## src/rtl/mem_bank_sched_pkg.sv

```systemverilog
// Shared encodings for the memory-bank playback scheduler: FSM states and
// the mem_bank mode constants.
package mem_bank_sched_pkg;

    localparam int STATE_W = 3;

    typedef logic [STATE_W-1:0] state_t;

    localparam logic [STATE_W-1:0] ST_RECORD    = 3'd0;
    localparam logic [STATE_W-1:0] ST_IDLE      = 3'd1;
    localparam logic [STATE_W-1:0] ST_PLAY_WAIT = 3'd2;
    localparam logic [STATE_W-1:0] ST_PLAY      = 3'd3;
    localparam logic [STATE_W-1:0] ST_DONE      = 3'd4;

    localparam logic MODE_RECORD   = 1'b0;
    localparam logic MODE_PLAYBACK = 1'b1;

endpackage

```

## src/rtl/mem_bank_sched_rr_select.sv

```systemverilog
// Combinational round-robin picker: the first requester strictly after the
// one-hot last_grant position wins, wrapping from NUM_CHAN-1 back to 0.
module rr_select #(
    parameter int NUM_CHAN = 4
) (
    input  logic [NUM_CHAN-1:0] req,
    input  logic [NUM_CHAN-1:0] last_grant,
    output logic [NUM_CHAN-1:0] winner
);

    logic found;

    always_comb begin
        winner = '0;
        found  = 1'b0;
        for (int s = 0; s < NUM_CHAN; s++) begin
            if (last_grant[s]) begin
                for (int k = 1; k <= NUM_CHAN; k++) begin
                    if (!found && req[(s + k) % NUM_CHAN]) begin
                        winner[(s + k) % NUM_CHAN] = 1'b1;
                        found                      = 1'b1;
                    end
                end
            end
        end
    end

endmodule

```

## src/rtl/mem_bank_sched.sv

```systemverilog
// Arbitrates playback passes of a shared memory bank among NUM_CHAN
// requesters and interleaves record fills requested via refresh_req.
module mem_bank_sched
    import mem_bank_sched_pkg::*;
#(
    parameter int NUM_CHAN = 4,
    parameter int TIMEOUT  = 1023
) (
    input  logic                clk,
    input  logic                reset_n,
    input  logic [NUM_CHAN-1:0] req,
    input  logic                refresh_req,
    input  logic                bank_ready,
    input  logic                bank_frame_start,
    input  logic                bank_frame_end,
    output logic                mem_mode,
    output logic [NUM_CHAN-1:0] grant,
    output logic [NUM_CHAN-1:0] pass_done,
    output logic                timeout_err,
    output logic                busy,
    output logic [STATE_W-1:0]  dbg_state
);

    localparam int CW = $clog2(TIMEOUT + 1);
    localparam logic [CW-1:0] TMO = CW'(TIMEOUT);
    // Pointing at the top channel makes the first search start at channel 0.
    localparam logic [NUM_CHAN-1:0] LAST_RST = {1'b1, {(NUM_CHAN-1){1'b0}}};

    state_t              state_q, state_d;
    logic [NUM_CHAN-1:0] grant_q, grant_d;
    logic [NUM_CHAN-1:0] last_q, last_d;
    logic [CW-1:0]       cnt_q, cnt_d;
    logic                pend_q, pend_d;
    logic                mem_mode_q, mem_mode_d;
    logic [NUM_CHAN-1:0] pass_done_q, pass_done_d;
    logic                timeout_err_q, timeout_err_d;
    logic                busy_q, busy_d;
    logic [NUM_CHAN-1:0] rr_win;
    logic                refresh_pend;

    rr_select #(
        .NUM_CHAN(NUM_CHAN)
    ) u_rr_select (
        .req        (req),
        .last_grant (last_q),
        .winner     (rr_win)
    );

    always_comb begin
        state_d       = state_q;
        grant_d       = grant_q;
        last_d        = last_q;
        cnt_d         = cnt_q;
        pass_done_d   = '0;
        timeout_err_d = 1'b0;
        refresh_pend  = pend_q | refresh_req;

        case (state_q)
            ST_RECORD: begin
                if (bank_ready) state_d = ST_IDLE;
            end
            ST_IDLE: begin
                if (refresh_pend || !bank_ready) begin
                    state_d = ST_RECORD;
                end else if (|req) begin
                    state_d = ST_PLAY_WAIT;
                    grant_d = rr_win;
                    last_d  = rr_win;
                    cnt_d   = '0;
                end
            end
            ST_PLAY_WAIT: begin
                // A frame that starts and ends in one cycle still counts as a full pass.
                if (bank_frame_start && bank_frame_end) begin
                    state_d     = ST_DONE;
                    pass_done_d = grant_q;
                    grant_d     = '0;
                end else if (bank_frame_start) begin
                    state_d = ST_PLAY;
                end else if (cnt_q == TMO) begin
                    state_d       = ST_DONE;
                    timeout_err_d = 1'b1;
                    grant_d       = '0;
                end else begin
                    cnt_d = cnt_q + 1'b1;
                end
            end
            ST_PLAY: begin
                if (bank_frame_end) begin
                    state_d     = ST_DONE;
                    pass_done_d = grant_q;
                    grant_d     = '0;
                end
            end
            ST_DONE: begin
                state_d = refresh_pend ? ST_RECORD : ST_IDLE;
            end
            default: begin
                state_d = ST_RECORD;
                grant_d = '0;
            end
        endcase

        pend_d     = refresh_pend && !((state_d == ST_RECORD) && (state_q != ST_RECORD));
        mem_mode_d = (state_d == ST_RECORD) ? MODE_RECORD : MODE_PLAYBACK;
        busy_d     = (state_d != ST_IDLE);
    end

    always_ff @(posedge clk or negedge reset_n) begin
        if (!reset_n) begin
            state_q       <= ST_RECORD;
            grant_q       <= '0;
            last_q        <= LAST_RST;
            cnt_q         <= '0;
            pend_q        <= 1'b0;
            mem_mode_q    <= MODE_RECORD;
            pass_done_q   <= '0;
            timeout_err_q <= 1'b0;
            busy_q        <= 1'b1;
        end else begin
            state_q       <= state_d;
            grant_q       <= grant_d;
            last_q        <= last_d;
            cnt_q         <= cnt_d;
            pend_q        <= pend_d;
            mem_mode_q    <= mem_mode_d;
            pass_done_q   <= pass_done_d;
            timeout_err_q <= timeout_err_d;
            busy_q        <= busy_d;
        end
    end

    assign mem_mode    = mem_mode_q;
    assign grant       = grant_q;
    assign pass_done   = pass_done_q;
    assign timeout_err = timeout_err_q;
    assign busy        = busy_q;
    assign dbg_state   = state_q;

endmodule

```

## config.mk

```make
export PLATFORM = sky130hd
export DESIGN_NAME = mem_bank_sched
export DESIGN_NICKNAME = d
export VERILOG_FILES = /design/src/rtl/mem_bank_sched_pkg.sv /design/src/rtl/mem_bank_sched_rr_select.sv /design/src/rtl/mem_bank_sched.sv
export SDC_FILE = /design/constraint.sdc
export NUM_CORES = 1
export LEC_CHECK = 0
export ABC_AREA = 1
export CAP_MARGIN = 10
export CORE_AREA = 4 4 65 67
export DETAILED_ROUTE_END_ITERATION = 16
export DIE_AREA = 0 0 69 71
export PLACE_DENSITY = 0.73
export SETUP_SLACK_MARGIN = 0.4
export SYNTH_ARGS = -nofsm -noshare
export SYNTH_HDL_FRONTEND = slang
export SYNTH_HIERARCHICAL = 1
export SYNTH_SLANG_ARGS = --single-unit
```

## constraint.sdc

```tcl
create_clock -name clk -period 1.4 [get_ports clk]
set_input_delay 0.28 -clock clk [delete_from_list [all_inputs] [get_ports clk]]
set_output_delay 0.28 -clock clk [all_outputs]
set_load 0.01 [all_outputs]
```

# Word level (Yosys, flattened, before mapping)
# Cells that the tools add are included.
[totals]
regBits = 29
input_bits = 10
output_inout_bits = 14
word_cells = 151
[op_classes]
addsub = 1
n_eq_ne = 14
muxes = 79
bitwise = 3
reduce_logical = 45
[ops]
columns = ["op", "n"]
rows = [
  ["$mux 1", 51],
  ["$mux 10", 5],
  ["$mux 4", 12],
  ["$mux 3", 7],
  ["$pmux 10 s2", 1],
  ["$logic_and 1x1->1", 18],
  ["$logic_not 1->1", 17],
  ["$pmux 4 s4", 1],
  ["$pmux 3 s5", 1],
  ["$ne 2x2->1 const B", 6],
  ["$reduce_and 6->1", 2],
  ["$add 10x1->10 const B", 1],
  ["$eq 10x10->1 const B", 1],
  ["$pmux 4 s2", 1],
  ["$eq 3x2->1 const B", 2],
  ["$logic_not 3->1", 2],
  ["$ne 3x3->1 const B", 2],
  ["$reduce_or 4->1", 1],
  ["$eq 3x1->1 const B", 1],
  ["$eq 3x3->1 const B", 1],
  ["$ne 3x1->1 const B", 1],
  ["$reduce_and 3->1", 1],
  ["$reduce_bool 3->1", 1],
  ["$not 1->1", 2],
  ["4 further kinds", 4],
]

# Longest topological paths before layout
[depth]
ltp_word = 65
ltp_mapped = 10
depth_no_buf = 10

# By module
# Netlist, hierarchy kept.
[modules_own_cells]
columns = ["mod", "n_inst", "cells_each", "area_each_um2"]
rows = [
  ["mem_bank_sched", 1, 188, 1485.2],
  ["rr_select", 1, 45, 225.2],
]

# Least setup slack after synthesis
# OpenSTA, ideal clock, no wires.
[synth_timing]
kind = "register to register"
startpoint = "register cnt_q[0]"
endpoint = "register cnt_q[3]"
setup_ns = 0.083
arrival_ns = 1.379
setup_slack_ns = -0.061
path_stages_with_launch = 10
n_path_buf = 1
path_cell_list = "dfrtp_1 > ha_1 > nand3_1 > nor2_1 > nand3_1 > nand2_1 > nor2_2 > buf_6 > nand4_1 > o21ai_0"
[synth_via]
elab_chain_len = 5
word_cells_on_any_way = 8
cone_classes = "add/sub (1); eq/ne (2); mux (4); reduce/logical (1)"
[synth_rtl]
columns = ["item", "line_no", "rtl"]
rows = [
  ["start: declaration", "mem_bank_sched.sv:32", "logic [CW-1:0] cnt_q, cnt_d;"],
  ["start signal: assignment", "mem_bank_sched.sv:124", "cnt_q <= cnt_d;"],
  ["$add 10x1->10", "mem_bank_sched.sv:85", "cnt_d = cnt_q + 1'b1;"],
  ["$mux 10", "mem_bank_sched.sv:80", "end else if (cnt_q == TMO) begin"],
  ["$mux 10", "mem_bank_sched.sv:78", "end else if (bank_frame_start) begin"],
  ["$mux 10", "mem_bank_sched.sv:74", "if (bank_frame_start && bank_frame_end) begin"],
  ["$pmux 10 s2", "mem_bank_sched.sv:58", "case (state_q)"],
]
# Several ways; a longest one is shown, not always the timed one. The select of a mux whose other input is x is not followed.
# A chain may end at the register's enable or synchronous reset.

# Worst setup path in the final report
[layout_timing]
startpoint = "input port bank_ready"
endpoint = "register cnt_q[4]"
[layout_via]
elab_chain_len = 4
[layout_rtl]
columns = ["item", "line_no", "rtl"]
rows = [
  ["start: declaration", "mem_bank_sched.sv:13", "input logic bank_ready,"],
  ["$logic_not 1->1", "mem_bank_sched.sv:63", "if (refresh_pend || !bank_ready) begin"],
  ["$logic_or 1x1->1", "mem_bank_sched.sv:63", ""],
  ["$ne 2x2->1 (no line)", "--", ""],
  ["$reduce_and 6->1 (no line)", "--", ""],
]
# No other way between the ends.

==> results.ini <==
[worst_setup_path]
cp_max_fo = 5
ff2ff_path_depth = 10
cpPeakStageDelay_ns = 0.49
crit_arrival_ns = 1.72
startpoint_type = input port
critical_path_buf_inv_count = 3
crit_start = bank_ready
crit_chain = clkdlybuf4s50_1, inv_1, nor2_4, nand2_1, nand2_2, nand2_1, nor2_2, buf_6, nand3_2, nand2_1, nor2_1
critPathKind = in -> reg
rrSetupSlack_ns = -0.14
critPathTopFamily = buffers and inverters
r2r_start = dbg_state[2]$_DFF_PN0_
crit_path_frequent_cell = nand2_1
cp.required_ns = 1.57
r2r-end = cnt_q[4]$_DFFE_PN0P_
end_kind = flop
worstSetupEndpoint = cnt_q[4]$_DFFE_PN0P_
cpMaxStageDelayCell = clkdlybuf4s50_1
cp.depth = 11

[status]
violations = setup timing
status = finished with violations

[global_route]
grt_max_degree = 30
grtUsageTotal_pct = 20.2
grt_pass1_wl_mm = 8.05
grt_overflow = 0
grt_pass1_vias = 1773
antenna_found_initial = 0

[clock_network]
cts_tree = done
cts_buffer_depth = 2
cts_htree_levels = 2
clock_latency_ns = 0.28
cts_root_buffer = clkbuf_8
cts_buffers = 5
cts.hold.buffers_added = 0
clk_pin_slew_ns = 0.07
cts.sinks = 29

[route]
drt_iter0_drc = 154
routedWlPerCell_microns = 13.4
drc = 0
drt-total-wl_mm = 5.00
dr.pass1.iters = 4
dr_total_vias = 1855
via_per_inst = 4.97
ant_nets = 0

[logic_synthesis]
synthAdderAreaFrac_pct = 0.732
syn_inst = 233
synthXorXnorAreaFrac_pct = 2.56
yosysTopAreaCellShare_pct = 39.5
ys_ff_latch = 29
synth_area_leaders = dfrtp_1, nand2_1, nor2_1
yosys.area.top_type = dfrtp_1
yosys_warnings = 6
synth_edf_count = 0
syn_area_sq_um = 1710
async_reset_ff_share_pct = 100
synth_area_per_cell_sq_um = 7.34
synthTopCellsByCount = nand2_1, nor2_1, inv_1
yosys.area_share.simple_pct = 38.5
yosys-mux-area-fraction_pct = 0
synth-compound-area-share_pct = 7.32
ys_types = 28
synth_fp_nets = 244
synth_top_family_by_area = simple AND/OR/NAND/NOR gates
synth_ff_type = dfrtp_1
synth.most_common_cell = nand2_1
ys_seq_area_share_pct = 42.6

[die]
die_area_sq_um = 4900
initial_core_util_pct = 47.1
rows = 22
io_pins = 24
die_y_microns = 71
fp.coreArea_sq_um = 3630
fp.dieW_microns = 69

[place]
post-place-ws_ns = -0.403
numPortBuffers = 23
dpl.hpwl_mm = 3.13
dp_cells = 350
globalplace.congestion = 0.878

[power]
p_sw_share_pct = 35.6
pwr-share-comb_pct = 50.0
leakage_nw = 1.42
peakVddDrop_mv = 1.15
pwr-share-clk_pct = 25.3
p_int_mw = 2.64
seq_power_share_pct = 24.7
switching_power_mw = 1.46
p_per_area_nw_per_um2 = 1480

[run]
drv_cap = 0

[sta]
skew_ns = 0.00669
worst_slew_pin_slew_ns = 0.213
holdWs_ns = 0.369
rsz0062_at_grt = yes
max-slew-margin-rel_pct = 85.8
fin_crit_sh_pct = 111
fin_crit_ns = 1.55
timing.final.ws_setup_ns = -0.153
setup_viol_count_final = 18
hold_viol = 0
fmax_ghz = 0.644
slew_viol_final = 0

[cells_and_area]
nets = 335
drive_above_1_share_pct = 45.8
fillers = 248
seq_area_sq_um = 732
instances_no_fill = 373
antenna_cells = 0
multi_input_area_sq_um = 977
area_delta_synth_final_pct = 62.0

[worst_hold_path]
hold_class = in -> async

==> cell usage in the layout (no fill, tap or decap), types with 2 or more instances in the layout <==
cell             netlist  routed
inv_1                 29      26
clkdlybuf4s50_1        0       4
nand4_1                7       7
inv_4                  0       2
dfrtp_2                0       3
bufinv_16              0       2
nor2_4                 2       7
nor2_1                32      23
buf_2                  0       9
xor2_1                 4       4
o21ai_2                3       3
nor2_2                 3       7
o21ai_1                2       8
nand2_1               65      52
clkbuf_8               0       5
nand3_4                0       2
buf_6                  1      23
nand3_2                4      10
dfrtp_1               27      24
dfstp_2                2       2
inv_2                  6       7
buf_4                  0      43
dlygate4sd2_1          0       5
nand2_2                4      17
o211ai_1               2       2
a21oi_1                2       2
nand3_1               22      14
==> worst min-delay path by stage <==
stage,depth (start not counted),end,from,slack [ns]
2_1_floorplan,0,cnt_q[0]$_DFFE_PN0P_,reset_n,-0.02
3_3_place_gp,2,last_q[3]$_DFFE_PN1P_,last_q[3]$_DFFE_PN1P_,0.46
3_5_place_dp,2,last_q[3]$_DFFE_PN1P_,last_q[3]$_DFFE_PN1P_,0.47
4_1_cts,2,grant[3]$_DFFE_PN0P_,reset_n,0.37
5_1_grt,2,pend_q$_DFF_PN0_,reset_n,0.38
6_report,2,grant[3]$_DFFE_PN0P_,reset_n,0.37
==> cells by family after synthesis <==
group                    count (synthesis)
AND/OR/NAND/NOR                        142
flip-flops                              29
XOR/XNOR                                 5
AO/OA/AOI/OAI                           20
buffers and inverters                   36
adder cells (fa/ha/maj)                  1
==> per-stage QoR <==
stage | cell area (sq um) | util, % | TNS (ns) | power (mW)
after floorplan | 1730 | - | -0.0871 | 1.78
after global placement | 2380 | 65.5 | -6.77 | 2.43
after global routing | 2770 | 76.2 | -2.85 | 4.30
after detailed placement | 2380 | 65.5 | -7.34 | 2.45
final | 2770 | 76.2 | -1.47 | 4.10
after CTS | 2650 | 73.0 | -0.336 | 3.86
==> state kept, by name, indices dropped and copies added (netlist names) <==
| signal | count |
|---|---|
| mem_mode | 1 |
| pass_done | 4 |
| timeout_err | 1 |
| pend_q | 1 |
| grant | 4 |
| cnt_q | 10 |
| last_q | 4 |
| dbg_state | 3 |
| busy | 1 |
==> per-layer routing <==
metal	GRT usage [%]	routed length, microns	vias up
met5	0	0	-
met4	6.51	104	0
met3	6.53	290	14
met2	33.2	2460	50
met1	25.3	2150	871
li1	-	-	920
==> cell type report <==
class	instances	share of cell area (%)
Multi-Input combinational cell	168	35.3
Sequential cell	29	26.4
Timing Repair Buffer	85	26.4
Inverter	35	4.92
Clock buffer	5	2.48
Clock inverter	3	2.35
Tap cell	48	2.17
==> timing repair <==
item / CTS / global route
endpoints found under the setup margin: 43 / 43
gates resized for setup: 107 / 18
endpoints found under the hold margin: 0 / 0
pin swaps: 13 / 13
gates cloned: 1 / 0
setup buffers: 7 / 7
==> power groups by stage <==
| stage | Clock (mW) | Combinational [mW] | Sequential, mW |
|---|---|---|---|
| floorplan | 0 | 0.691 | 1.09 |
| global placement | 0 | 1.39 | 1.04 |
| detailed placement | 0 | 1.40 | 1.04 |
| CTS | 1.05 | 1.81 | 1.00 |
| global route | 1.10 | 2.18 | 1.02 |
| finish | 1.04 | 2.05 | 1.01 |
No activity file was read; power rests on OpenSTA's default activity.
